===== config.mk =====
export PLATFORM = sky130hd
export DESIGN_NAME = mips_prog_loader
export DESIGN_NICKNAME = d
export VERILOG_FILES = /design/src/rtl/mips_pkg.sv /design/src/rtl/mips_prog_loader.sv
export SDC_FILE = /design/constraint.sdc
export NUM_CORES = 1
export LEC_CHECK = 0
export ABC_AREA = 1
export BUFFER_PORTS_ARGS = -buffer_cell sky130_fd_sc_hd__clkbuf_2
export CAP_MARGIN = 20
export CORE_MARGIN = 1
export CORE_UTILIZATION = 58
export CTS_BUF_LIST = sky130_fd_sc_hd__clkbuf_16
export DETAILED_ROUTE_END_ITERATION = 8
export PLACE_DENSITY = 0.95
export SYNTH_ARGS = -nofsm -noshare
export SYNTH_HDL_FRONTEND = slang
export SYNTH_SLANG_ARGS = --single-unit

===== constraint.sdc =====
create_clock -name clk1 -period 3.6 [get_ports clk1]
set_clock_uncertainty 0.05 [all_clocks]
set_input_delay 0.72 -clock clk1 [delete_from_list [all_inputs] [get_ports clk1]]
set_output_delay 0.72 -clock clk1 [all_outputs]
set_load 0.03 [all_outputs]

===== src/rtl/mips_pkg.sv =====
// Shared definitions for the MIPS32 core and its boot-time program loader.
package mips_pkg;

  typedef enum logic [2:0] {
    IDLE,
    LOAD,
    FLUSH,
    RUN,
    DONE,
    ERR
  } loader_state_t;

  localparam logic [5:0] HLT_OP = 6'h3f;
  localparam int         OP_MSB = 31;
  localparam int         OP_LSB = 26;

  function automatic logic [5:0] opcode_of(input logic [31:0] word);
    return word[OP_MSB:OP_LSB];
  endfunction

endpackage


===== src/rtl/mips_prog_loader.sv =====
// Streams a program into the core's unified memory from address 0, keeps the
// core halted during the load, then releases it and waits for HLT.
module mips_prog_loader
  import mips_pkg::*;
#(
  parameter int          ADDR_W = 10,
  parameter logic [5:0]  HLT_OP = mips_pkg::HLT_OP
) (
  input  logic              clk1,
  input  logic              rst,
  input  logic              start,
  input  logic              in_valid,
  input  logic [31:0]       in_data,
  input  logic              in_last,
  output logic              in_ready,
  output logic              mem_we,
  output logic [ADDR_W-1:0] mem_addr,
  output logic [31:0]       mem_wdata,
  output logic              core_hold,
  output logic              core_start,
  input  logic              core_halted,
  output logic              done,
  output logic [ADDR_W:0]   word_count,
  output logic [31:0]       checksum,
  output logic              hlt_seen,
  output logic              err_overflow
);

  loader_state_t state;

  logic handshake;
  logic at_last_addr;

  assign in_ready     = (state == LOAD);
  assign handshake    = in_valid && in_ready;
  assign at_last_addr = (word_count[ADDR_W-1:0] == {ADDR_W{1'b1}});

  // Single FSM block: write register, statistics and core control all
  // registered here. mem_we and core_start default low so each is a pulse.
  always_ff @(posedge clk1) begin
    if (rst) begin
      state        <= IDLE;
      mem_we       <= 1'b0;
      mem_addr     <= '0;
      mem_wdata    <= '0;
      core_hold    <= 1'b1;
      core_start   <= 1'b0;
      done         <= 1'b0;
      word_count   <= '0;
      checksum     <= '0;
      hlt_seen     <= 1'b0;
      err_overflow <= 1'b0;
    end else begin
      mem_we     <= 1'b0;
      core_start <= 1'b0;
      case (state)
        IDLE, DONE, ERR: begin
          if (start) begin
            word_count   <= '0;
            checksum     <= '0;
            hlt_seen     <= 1'b0;
            err_overflow <= 1'b0;
            done         <= 1'b0;
            core_hold    <= 1'b1;
            state        <= LOAD;
          end
        end
        LOAD: begin
          if (handshake) begin
            mem_we     <= 1'b1;
            mem_addr   <= word_count[ADDR_W-1:0];
            mem_wdata  <= in_data;
            word_count <= word_count + (ADDR_W+1)'(1);
            checksum   <= checksum + in_data;
            if (opcode_of(in_data) == HLT_OP) begin
              hlt_seen <= 1'b1;
            end
            if (in_last) begin
              state <= FLUSH;
            end else if (at_last_addr) begin
              err_overflow <= 1'b1;
              state        <= ERR;
            end
          end
        end
        FLUSH: begin
          core_hold  <= 1'b0;
          core_start <= 1'b1;
          state      <= RUN;
        end
        RUN: begin
          // HALTED is stale on the release cycle; only trust it afterwards.
          if (!core_start && core_halted) begin
            done      <= 1'b1;
            core_hold <= 1'b1;
            state     <= DONE;
          end
        end
        default: state <= IDLE;
      endcase
    end
  end

endmodule


==> flow_metrics.py, run 1 <==
metrics = {
    "run_status": {
        "outcome": "complete, but fails checks",
        "violations": "DRC",
    },
    "die": {
        "die_x_um": 102,
        "start_util_pct": 59.5,
        "die_h_um": 102,
        "io_pins": 130,
        "core-area_mm2": 0.00973,
        "rows": 36,
        "dieArea_mm2": 0.0104,
    },
    "final_layout": {
        "seq_area_mm2": 0.00188,
        "multi_input_area_mm2": 0.00327,
        "fillers": 872,
        "area_growth_pct": 17.8,
        "drive_gt1_share_pct": 15.6,
        "diodes": 0,
        "layout_commonest_cell": "nand2_1",
        "final_cell_mix": "284 x nand2_1, 138 x inv_1, 129 x clkbuf_2, 123 x nor2_1, 94 x dfxtp_1",
        "finalNetCount": 1132,
    },
    "job": {
        "cap_violations": 0,
    },
    "global_routing": {
        "grt_pass1_wl_mm": 26.6,
        "grt_max_degree": 46,
        "antenna_found_initial": 0,
        "grt_pass1_vias": 6139,
        "gr-total-overflow": 0,
        "track_usage_pct": 32.0,
    },
    "worst_setup_path": {
        "reg2reg_depth": 8,
        "critPathMaxFanout": 45,
        "worstReg2RegEnd": "checksum[27]",
        "cp-start-kind": "flop",
        "cp.required_ns": 3.83,
        "arrival_ns": 2.70,
        "critical_path.startpoint": "state[2]",
        "cp-endpoint": "checksum[27]",
        "rr_startpoint": "state[2]",
        "crit_type": "flop to flop",
        "cp-end-kind": "flop",
        "rrSetupSlack_ns": 1.13,
    },
    "synth": {
        "synth_edf_count": 0,
        "synth_cells": 941,
        "synth_seq_cells": 94,
        "synth_cell_types": 33,
        "avgSynthCellArea_um2": 6.15,
        "ys.flop_type": "dfxtp_1",
        "synthArstFlopShare_pct": 0,
        "synth.net_count": 1012,
        "syn-cell-area_mm2": 0.00579,
        "synth_warnings": 0,
        "yosysSeqAreaShare_pct": 32.5,
    },
    "cts": {
        "cts_tree": "yes",
        "cts.clk_slew.worst_paths_ns": 0.08,
        "worstSkewPairLatency_ns": 0.35,
        "post_cts_buffers": 0,
        "cts_buffers": 9,
        "clockBufferDepth": 2,
        "ctsHoldBuffers": 0,
        "root_buffer": "clkbuf_16",
        "cts_resized": 0,
        "cts.htree.levels": 3,
        "cts.sinks": 94,
    },
    "timing": {
        "finalSetupTns_ns": 0,
        "timing.final.crit_share_pct": 68.7,
        "relSlewSlack_pct": 53.8,
        "finalCriticalPeriod_ns": 2.47,
        "holdWs_ns": 0.419,
        "rsz0062_at_grt": "false",
        "finalHoldViolations": 0,
        "fmax_mhz": 404,
        "setup_viol": 0,
        "worst_slew_pin_slew_ns": 0.693,
        "drv_slew": 0,
    },
    "route": {
        "dr_total_vias": 6478,
        "first_iter_violations": 451,
        "wl_per_cell_um": 13.7,
        "wl_mm": 16.4,
        "drc": 1,
        "via_per_inst": 5.40,
        "dr.pass1.iters": 8,
        "antenna_left": 0,
    },
    "power_and_ir_drop": {
        "leakage_nw": 3.63,
        "peakVddDrop_mv": 0.398,
        "netSwitchingPower_w": 0.00167,
        "swShare_pct": 44.0,
        "clkPwrFrac_pct": 25.3,
        "powerDensity_mw_per_mm2": 557,
        "seq_power_share_pct": 34.4,
        "p_comb_share_pct": 40.2,
        "intPower_w": 0.00213,
    },
    "worst_hold_path": {
        "hold_class": "flop to flop",
    },
    "placement": {
        "dp_hpwl_mm": 11.8,
        "gp_congestion": 0.959,
        "port-buffer-count": 129,
    },
}
[per-layer routing]
layer / vias up / track usage [%] / share of wire (%)
li1: 3205 / - / -
met3: 51 / 5.61 / 7.5
met4: 0 / 15.5 / 3.1
met2: 291 / 56.3 / 48
met1: 2931 / 37.8 / 41
met5: - / 0 / 0
[metrics by stage]
step / worst slack [ns] / cells / power [W] / util [%] / instance area [µm²]
after floorplan: 1.45 / 941 / 0.00243 / - / 5790
after global placement: 1.08 / 1183 / 0.00278 / 67.1 / 6520
after detailed placement: 0.959 / 1183 / 0.00282 / 67.1 / 6520
after CTS: 1.17 / 1199 / 0.00378 / 70.0 / 6810
after global routing: 0.934 / 1199 / 0.00402 / 70.0 / 6810
final: 1.13 / 1199 / 0.00380 / 70.0 / 6810
[synth_stat cells, types with 2 or more instances]
cell,n,share of area (%)
nor2_1,123,8.0
nor3_2,2,0.35
buf_2,11,0.95
o21ai_1,3,0.26
nor3_1,9,0.78
clkbuf_1,13,0.84
nand2_1,284,18
nand3_1,49,4.2
inv_1,138,9.0
dfxtp_1,94,33
ha_1,32,6.9
o21ai_0,59,5.1
a21oi_1,81,7.0
nand4_1,7,0.76
o21bai_1,3,0.39
or2_2,6,0.65
xor2_1,3,0.45
nand3b_1,5,0.65
inv_2,3,0.19
nand2_2,3,0.32
[final cells by class]
cell class | instances | share of cell area [%]
clock buffers | 9 | 3.31
clock inverters | 7 | 0.955
inverters | 142 | 7.82
multi-input cells | 681 | 47.9
flip-flops and latches | 94 | 27.6
well taps | 133 | 2.44
repair buffers | 133 | 9.92
[flip-flops by register name, summed over array words and instances, names as in the netlist]
register,flops
state,3
mem_we,1
mem_wdata,32
core_start,1
checksum,32
word_count,11
hlt_seen,1
done,1
mem_addr,10
err_overflow,1
core_hold,1
[power by group through the flow]
stage	registers, W	clock network, W	logic [W]
5_1_grt	0.00133	0.00101	0.00168
3_5_place_dp	0.00133	0	0.00149
6_report	0.00131	0.000962	0.00153
4_1_cts	0.00131	0.000966	0.00151
2_1_floorplan	0.00161	0	0.000814
3_3_place_gp	0.00133	0	0.00146
[critical path, stage by stage, from the launching register on]
cell,delay [ns]
dfxtp_1,0.31
inv_2,0.08
nand2_2,0.09
nor2_8,0.20
nand2_4,0.32
inv_2,0.63
buf_4,0.41
nand3_1,0.13
a21oi_1,0.16
[cells by family (layout without fill, tap and decap cells)]
group | Yosys count | count (layout) | share of synthesized area [%]
simple gates | 492 | 492 | 35.0
buf+inv | 166 | 291 | 11.0
compound gates | 153 | 153 | 13.8
flops | 94 | 94 | 32.5
fa+ha+maj | 33 | 33 | 7.27
xor+xnor | 3 | 3 | 0.454
[how the worst min path moves through the flow]
stage                     slack, ns        to  cells past startpoint      from
after detailed placement       0.40      done                      2      done
after floorplan                0.43  state[2]                      2  state[2]
after CTS                      0.42      done                      2      done
after global routing           0.46      done                      2      done
after global placement         0.40  hlt_seen                      1  hlt_seen
final                          0.42      done                      2      done
No activity file was read; power rests on OpenSTA's default activity.
==> run 2: changes to the inputs <==
- CORE_UTILIZATION: 58 -> 55
- PLACE_DENSITY: 0.95 -> 0.93
- clock period: 3.6 -> 2.49 ns (I/O delays scaled with it)
==> run 2 against run 1 <==
The run now ends clean. Largest power group unchanged. Register-to-register slack got worse by 0.79 ns. Combinational power increased by 46%. First-iteration DRC count increased by 6.4%. Critical path depth increased by 5. Sequential power increased by 44%. Setup slack got worse by 0.79 ns. Die area increased by 5.4%. Cell area increased by 0.86%.
==> flow_metrics.py, run 2 (same netlist as run 1, synthesis figures left out) <==
metrics = {
    "worst_setup_path": {
        "critPathMaxFanout": 4,
        "arrival_ns": 2.31,
        "worstReg2RegEnd": "checksum[22]",
        "crit_type": "flop to flop",
        "cp-start-kind": "flop",
        "reg2reg_depth": 13,
        "rr_startpoint": "checksum[0]",
        "cp.required_ns": 2.65,
        "cp-end-kind": "flop",
        "rrSetupSlack_ns": 0.34,
    },
    "route": {
        "wl_mm": 16.5,
        "via_per_inst": 5.29,
        "dr_total_vias": 6383,
        "antenna_left": 0,
        "first_iter_violations": 480,
        "drc": 0,
        "wl_per_cell_um": 13.7,
        "dr.pass1.iters": 6,
    },
    "die": {
        "core-area_mm2": 0.0103,
        "io_pins": 130,
        "die_h_um": 105,
        "start_util_pct": 56.3,
        "die_x_um": 105,
        "rows": 37,
        "dieArea_mm2": 0.0109,
    },
    "cts": {
        "cts_buffers": 9,
        "root_buffer": "clkbuf_16",
        "post_cts_buffers": 0,
        "ctsHoldBuffers": 0,
        "worstSkewPairLatency_ns": 0.35,
        "cts.sinks": 94,
        "cts.clk_slew.worst_paths_ns": 0.08,
        "clockBufferDepth": 2,
        "cts_resized": 0,
        "cts_tree": "yes",
        "cts.htree.levels": 3,
    },
    "power_and_ir_drop": {
        "seq_power_share_pct": 34.3,
        "netSwitchingPower_w": 0.00242,
        "p_comb_share_pct": 40.5,
        "swShare_pct": 43.8,
        "clkPwrFrac_pct": 25.3,
        "intPower_w": 0.00310,
        "leakage_nw": 3.65,
        "peakVddDrop_mv": 0.442,
        "powerDensity_mw_per_mm2": 804,
    },
    "global_routing": {
        "gr-total-overflow": 0,
        "track_usage_pct": 30.6,
        "grt_pass1_wl_mm": 27.3,
        "antenna_found_initial": 0,
        "grt_pass1_vias": 6044,
        "grt_max_degree": 31,
    },
    "worst_hold_path": {
        "hold_class": "input pin to flop",
        "worstHoldStart": "core_halted",
        "hold_end": "done",
        "min_path_cells": 3,
    },
    "final_layout": {
        "finalNetCount": 1136,
        "reg.largest.list": "checksum (32), mem_wdata (32), word_count (11)",
        "final_util_pct": 66.9,
        "design_area_mm2": 0.00687,
        "diodes": 0,
        "layout_commonest_cell": "nand2_1",
        "fin_cells": 1206,
        "area_growth_pct": 18.8,
        "final_cell_mix": "284 x nand2_1, 138 x inv_1, 129 x clkbuf_2, 123 x nor2_1, 94 x dfxtp_1",
        "drive_gt1_share_pct": 15.9,
    },
    "placement": {
        "dp_cells": 1190,
        "dp_hpwl_mm": 12.4,
        "gp_congestion": 0.939,
        "port-buffer-count": 129,
        "dpl_cell_area_mm2": 0.00657,
    },
    "timing": {
        "finalSetupTns_ns": 0,
        "worst_slew_pin_slew_ns": 0.400,
        "timing.final.crit_share_pct": 86.4,
        "rsz0062_at_grt": "false",
        "holdWs_ns": 0.369,
        "fmax_mhz": 465,
        "finalHoldViolations": 0,
        "setup_viol": 0,
        "finalCriticalPeriod_ns": 2.15,
        "relSlewSlack_pct": 73.3,
        "drv_slew": 0,
    },
    "job": {
        "cap_violations": 0,
    },
    "run_status": {
        "outcome": "finished, final reports clean",
    },
}
==> run 2: cell type report <==
| type | count | area, µm² |
|---|---|---|
| Sequential cell | 94 | 1880 |
| Multi-Input combinational cell | 681 | 3270 |
| Timing Repair Buffer | 137 | 718 |
| Inverter | 142 | 533 |
| Clock inverter | 7 | 77.6 |
| Clock buffer | 9 | 225 |
| Fill cell | 956 | 3400 |
| Tap cell | 136 | 170 |
==> run 2: per-layer routing <==
| layer | vias up | wire, µm | global-route usage (%) |
|---|---|---|---|
| li1 | 3224 | - | - |
| met1 | 2883 | 7290 | 38.8 |
| met2 | 238 | 7700 | 52.0 |
| met3 | 38 | 1080 | 5.12 |
| met4 | 0 | 404 | 11.3 |
| met5 | - | 0 | 0 |
==> run 2: power by group through the flow <==
| stage | registers [W] | logic (W) | clock network [W] |
|---|---|---|---|
| 2_1_floorplan | 0.00233 | 0.00118 | 0 |
| 3_3_place_gp | 0.00191 | 0.00216 | 0 |
| 3_5_place_dp | 0.00192 | 0.00221 | 0 |
| 4_1_cts | 0.00189 | 0.00222 | 0.00140 |
| 5_1_grt | 0.00192 | 0.00247 | 0.00146 |
| 6_report | 0.00189 | 0.00224 | 0.00140 |
==> run 2: through the flow <==
step	power, W	setup slack [ns]
finish	0.00552	0.339
floorplan	0.00351	0.476
CTS	0.00551	0.364
detailed placement	0.00413	0.126
global placement	0.00408	0.179
global route	0.00585	0.185
==> run 2: worst max-delay path by stage <==
stage	slack (ns)	cells past startpoint	end	start
floorplan	0.48	11	checksum[24]	checksum[0]
global placement	0.18	14	checksum[30]	in_data[0]
detailed placement	0.13	14	checksum[30]	in_data[0]
CTS	0.36	13	checksum[22]	checksum[0]
global route	0.19	11	checksum[24]	checksum[0]
finish	0.34	13	checksum[22]	checksum[0]
==> run 2: worst max-delay path, stage by stage, from the launching register on <==
cell     delay (ns)
dfxtp_1        0.36
ha_1           0.23
inv_1          0.07
fa_1           0.39
inv_1          0.13
nand2_1        0.07
nand3_1        0.13
nand2_1        0.08
nand2_1        0.16
nand2_1        0.09
nand2_1        0.07
nand2_1        0.05
nand3_1        0.08
a21oi_1        0.07
==> run 3: changes to the inputs <==
- ABC_AREA: 1 -> not set
- CORE_UTILIZATION: 55 -> 53
- PLACE_DENSITY: 0.93 -> 0.92
==> run 3 against run 2 <==
Largest cell class unchanged. Via count is 11% lower. Sequential power is 16% lower. Largest power group is now sequential cells. Clock-buffer cell count stayed put. Wire length is 2.4% lower. Register-to-register slack worse by 0.54 ns. Critical path type unchanged. Synthesized area is 13% lower. The run now ends with setup timing left. Critical endpoint is now checksum[30].
==> flow_metrics.py, run 3 <==
metrics = {
    "final_layout": {
        "fillers": 660,
        "drive_gt1_share_pct": 33.5,
        "final_cell_mix": "130 x nand2_1, 129 x clkbuf_2, 91 x buf_4, 90 x dfxtp_1, 76 x a21oi_1",
        "diodes": 0,
        "finalNetCount": 901,
        "layout_commonest_cell": "nand2_1",
        "area_growth_pct": 38.3,
        "multi_input_area_mm2": 0.00318,
        "reg.largest.list": "checksum (32), mem_wdata (32), word_count (11)",
        "seq_area_mm2": 0.00189,
    },
    "global_routing": {
        "grt_pass1_wl_mm": 25.1,
        "gr-total-overflow": 0,
        "track_usage_pct": 31.7,
        "antenna_found_initial": 0,
        "grt_max_degree": 45,
        "grt_pass1_vias": 5380,
    },
    "die": {
        "die_h_um": 99.2,
        "io_pins": 130,
        "die_x_um": 99.2,
        "start_util_pct": 54.4,
        "core-area_mm2": 0.00920,
        "rows": 35,
        "dieArea_mm2": 0.00984,
    },
    "synth": {
        "synth_warnings": 0,
        "synth_seq_cells": 94,
        "synth_most_common_cell": "nand2_1",
        "synth.net_count": 696,
        "yosys-top-cells-count": "130 x nand2_1, 94 x dfxtp_1, 80 x a21oi_1",
        "synthArstFlopShare_pct": 0,
        "yosysSeqAreaShare_pct": 37.6,
        "ys.flop_type": "dfxtp_1",
        "yosysTopAreaCellShare_pct": 37.6,
        "yosysTopAreaCell": "dfxtp_1",
        "synth_edf_count": 0,
        "syn-cell-area_mm2": 0.00500,
        "synth_cells": 625,
        "synthTopCellsByArea": "dfxtp_1 38%, nand2_1 9.8%, a21oi_1 8.0%",
        "synth_cell_types": 51,
        "avgSynthCellArea_um2": 8.01,
    },
    "worst_setup_path": {
        "reg2reg_depth": 11,
        "crit_type": "flop to flop",
        "critPathTopFamily": "compound AO/OA/AOI/OAI gates",
        "crit_path_max_incr_delay_ns": 0.37,
        "worstReg2RegEnd": "checksum[30]",
        "crit_chain": "ha_4 -> inv_2 -> fa_2 -> nand2b_4 -> a21o_1 -> a211o_1 -> a31oi_4 -> o211ai_1 -> a21oi_2 -> mux2i_1 -> a221oi_2",
        "path_buf_inv": 1,
        "cp-start-kind": "flop",
        "cp-end-kind": "flop",
        "slowest_stage": "fa_2",
        "rr_startpoint": "checksum[0]",
        "critical_path_depth": 11,
        "cp.required_ns": 2.66,
        "arrival_ns": 2.86,
        "critPathMaxFanout": 4,
        "critical_path.startpoint": "checksum[0]",
        "rrSetupSlack_ns": -0.20,
    },
    "timing": {
        "drv_slew": 0,
        "setup_viol": 17,
        "rsz0062_at_grt": "true",
        "holdWs_ns": 0.340,
        "worst_slack_ns": -0.202,
        "timing.final.crit_share_pct": 108,
        "finalHoldViolations": 0,
        "finalSetupTns_ns": -1.93,
        "fmax_mhz": 371,
        "relSlewSlack_pct": 42.6,
        "finalCriticalPeriod_ns": 2.69,
        "worst_slew_pin_slew_ns": 0.858,
    },
    "cts": {
        "cts.htree.levels": 3,
        "ctsHoldBuffers": 0,
        "root_buffer": "clkbuf_16",
        "worstSkewPairLatency_ns": 0.35,
        "cts.sinks": 94,
        "cts_buffers": 9,
        "cts.clk_slew.worst_paths_ns": 0.07,
        "clockBufferDepth": 2,
        "cts_tree": "yes",
    },
    "job": {
        "cap_violations": 0,
    },
    "route": {
        "wl_per_cell_um": 17.0,
        "dr_total_vias": 5679,
        "antenna_left": 0,
        "dr.pass1.iters": 7,
        "wl_mm": 16.1,
        "first_iter_violations": 482,
        "via_per_inst": 6.01,
        "drc": 0,
    },
    "worst_hold_path": {
        "min_path_cells": 3,
        "worstHoldStart": "in_data[20]",
        "hold_class": "input pin to flop",
        "hold_end": "mem_wdata[20]",
    },
    "run_status": {
        "outcome": "complete, but fails checks",
        "violations": "setup timing",
    },
    "power_and_ir_drop": {
        "peakVddDrop_mv": 0.407,
        "powerDensity_mw_per_mm2": 550,
        "leakage_nw": 3.11,
    },
    "placement": {
        "port-buffer-count": 129,
        "dp_hpwl_mm": 11.0,
        "gp_congestion": 0.980,
    },
}
run 3: changes by cell type in the layout (fill, tap and decap cells not counted), moves of 8 or more:
cell / delta
nand2_1: -154
nand3_1: -36
o21ai_1: +11
a22oi_1: +8
xor2_1: +10
inv_1: -128
buf_4: +84
nor2_1: -79
a21o_1: +16
o21ai_0: -46
xnor2_1: +17
run 3: cell type report:
| class | count | share of cell area, % |
|---|---|---|
| Multi-Input combinational cell | 490 | 46.0 |
| Clock buffer | 9 | 3.25 |
| Timing Repair Buffer | 224 | 19.9 |
| Tap cell | 111 | 2.01 |
| Clock inverter | 6 | 1.01 |
| Sequential cell | 94 | 27.3 |
| Inverter | 11 | 0.597 |
run 3: cells by family (layout without fill, tap and decap cells):
kind of cell | after synthesis | count (layout) | share of synthesized area, %
compound gates | 186 | 186 | 24.2
xor+xnor | 33 | 33 | 5.78
fa+ha+maj | 33 | 33 | 8.40
buf+inv | 41 | 250 | 3.08
flops | 94 | 94 | 37.6
mux | 3 | 3 | 0.600
simple gates | 235 | 235 | 20.4
run 3: worst max path at each step:
stage	to
2_1_floorplan	checksum[30]
3_3_place_gp	checksum[30]
3_5_place_dp	checksum[30]
4_1_cts	checksum[30]
5_1_grt	checksum[18]
6_report	checksum[30]
run 3: timing repair:
item / CTS / global route
resized for setup: 14 / 25
pin swaps: 13 / 22
setup endpoints to repair: 13 / 19
setup buffers: 6 / 9
run 3: metrics by stage:
| step | std cells | total power [W] | setup WS [ns] | instance area (µm²) | util (%) |
|---|---|---|---|---|---|
| floorplan | 625 | 0.00207 | -0.143 | 5070 | - |
| global placement | 915 | 0.00234 | -0.409 | 6350 | 69.1 |
| detailed placement | 915 | 0.00236 | -0.498 | 6350 | 69.1 |
| CTS | 936 | 0.00377 | -0.117 | 6760 | 73.6 |
| global route | 945 | 0.00395 | -0.300 | 6920 | 75.2 |
| finish | 945 | 0.00381 | -0.202 | 6920 | 75.2 |
run 3: routing by layer:
layer	track usage [%]	vias to the layer above	wire [µm]
met5	0	-	0
met4	15.2	0	556
met3	5.69	63	1070
met2	55.8	293	8170
met1	37.4	2705	6290
li1	-	2618	-
run 3: power breakdown:
group          switching [W]  internal [W]
logic               0.000499      0.000310
clock network       0.000625      0.000782
registers          0.0000435       0.00155
run 3: worst register-to-register path, stage by stage (launching register included):
cell      delay [ns]
dfxtp_2         0.35
ha_4            0.14
inv_2           0.04
fa_2            0.37
nand2b_4        0.15
a21o_1          0.17
a211o_1         0.33
a31oi_4         0.20
o211ai_1        0.21
a21oi_2         0.23
mux2i_1         0.25
a221oi_2        0.08
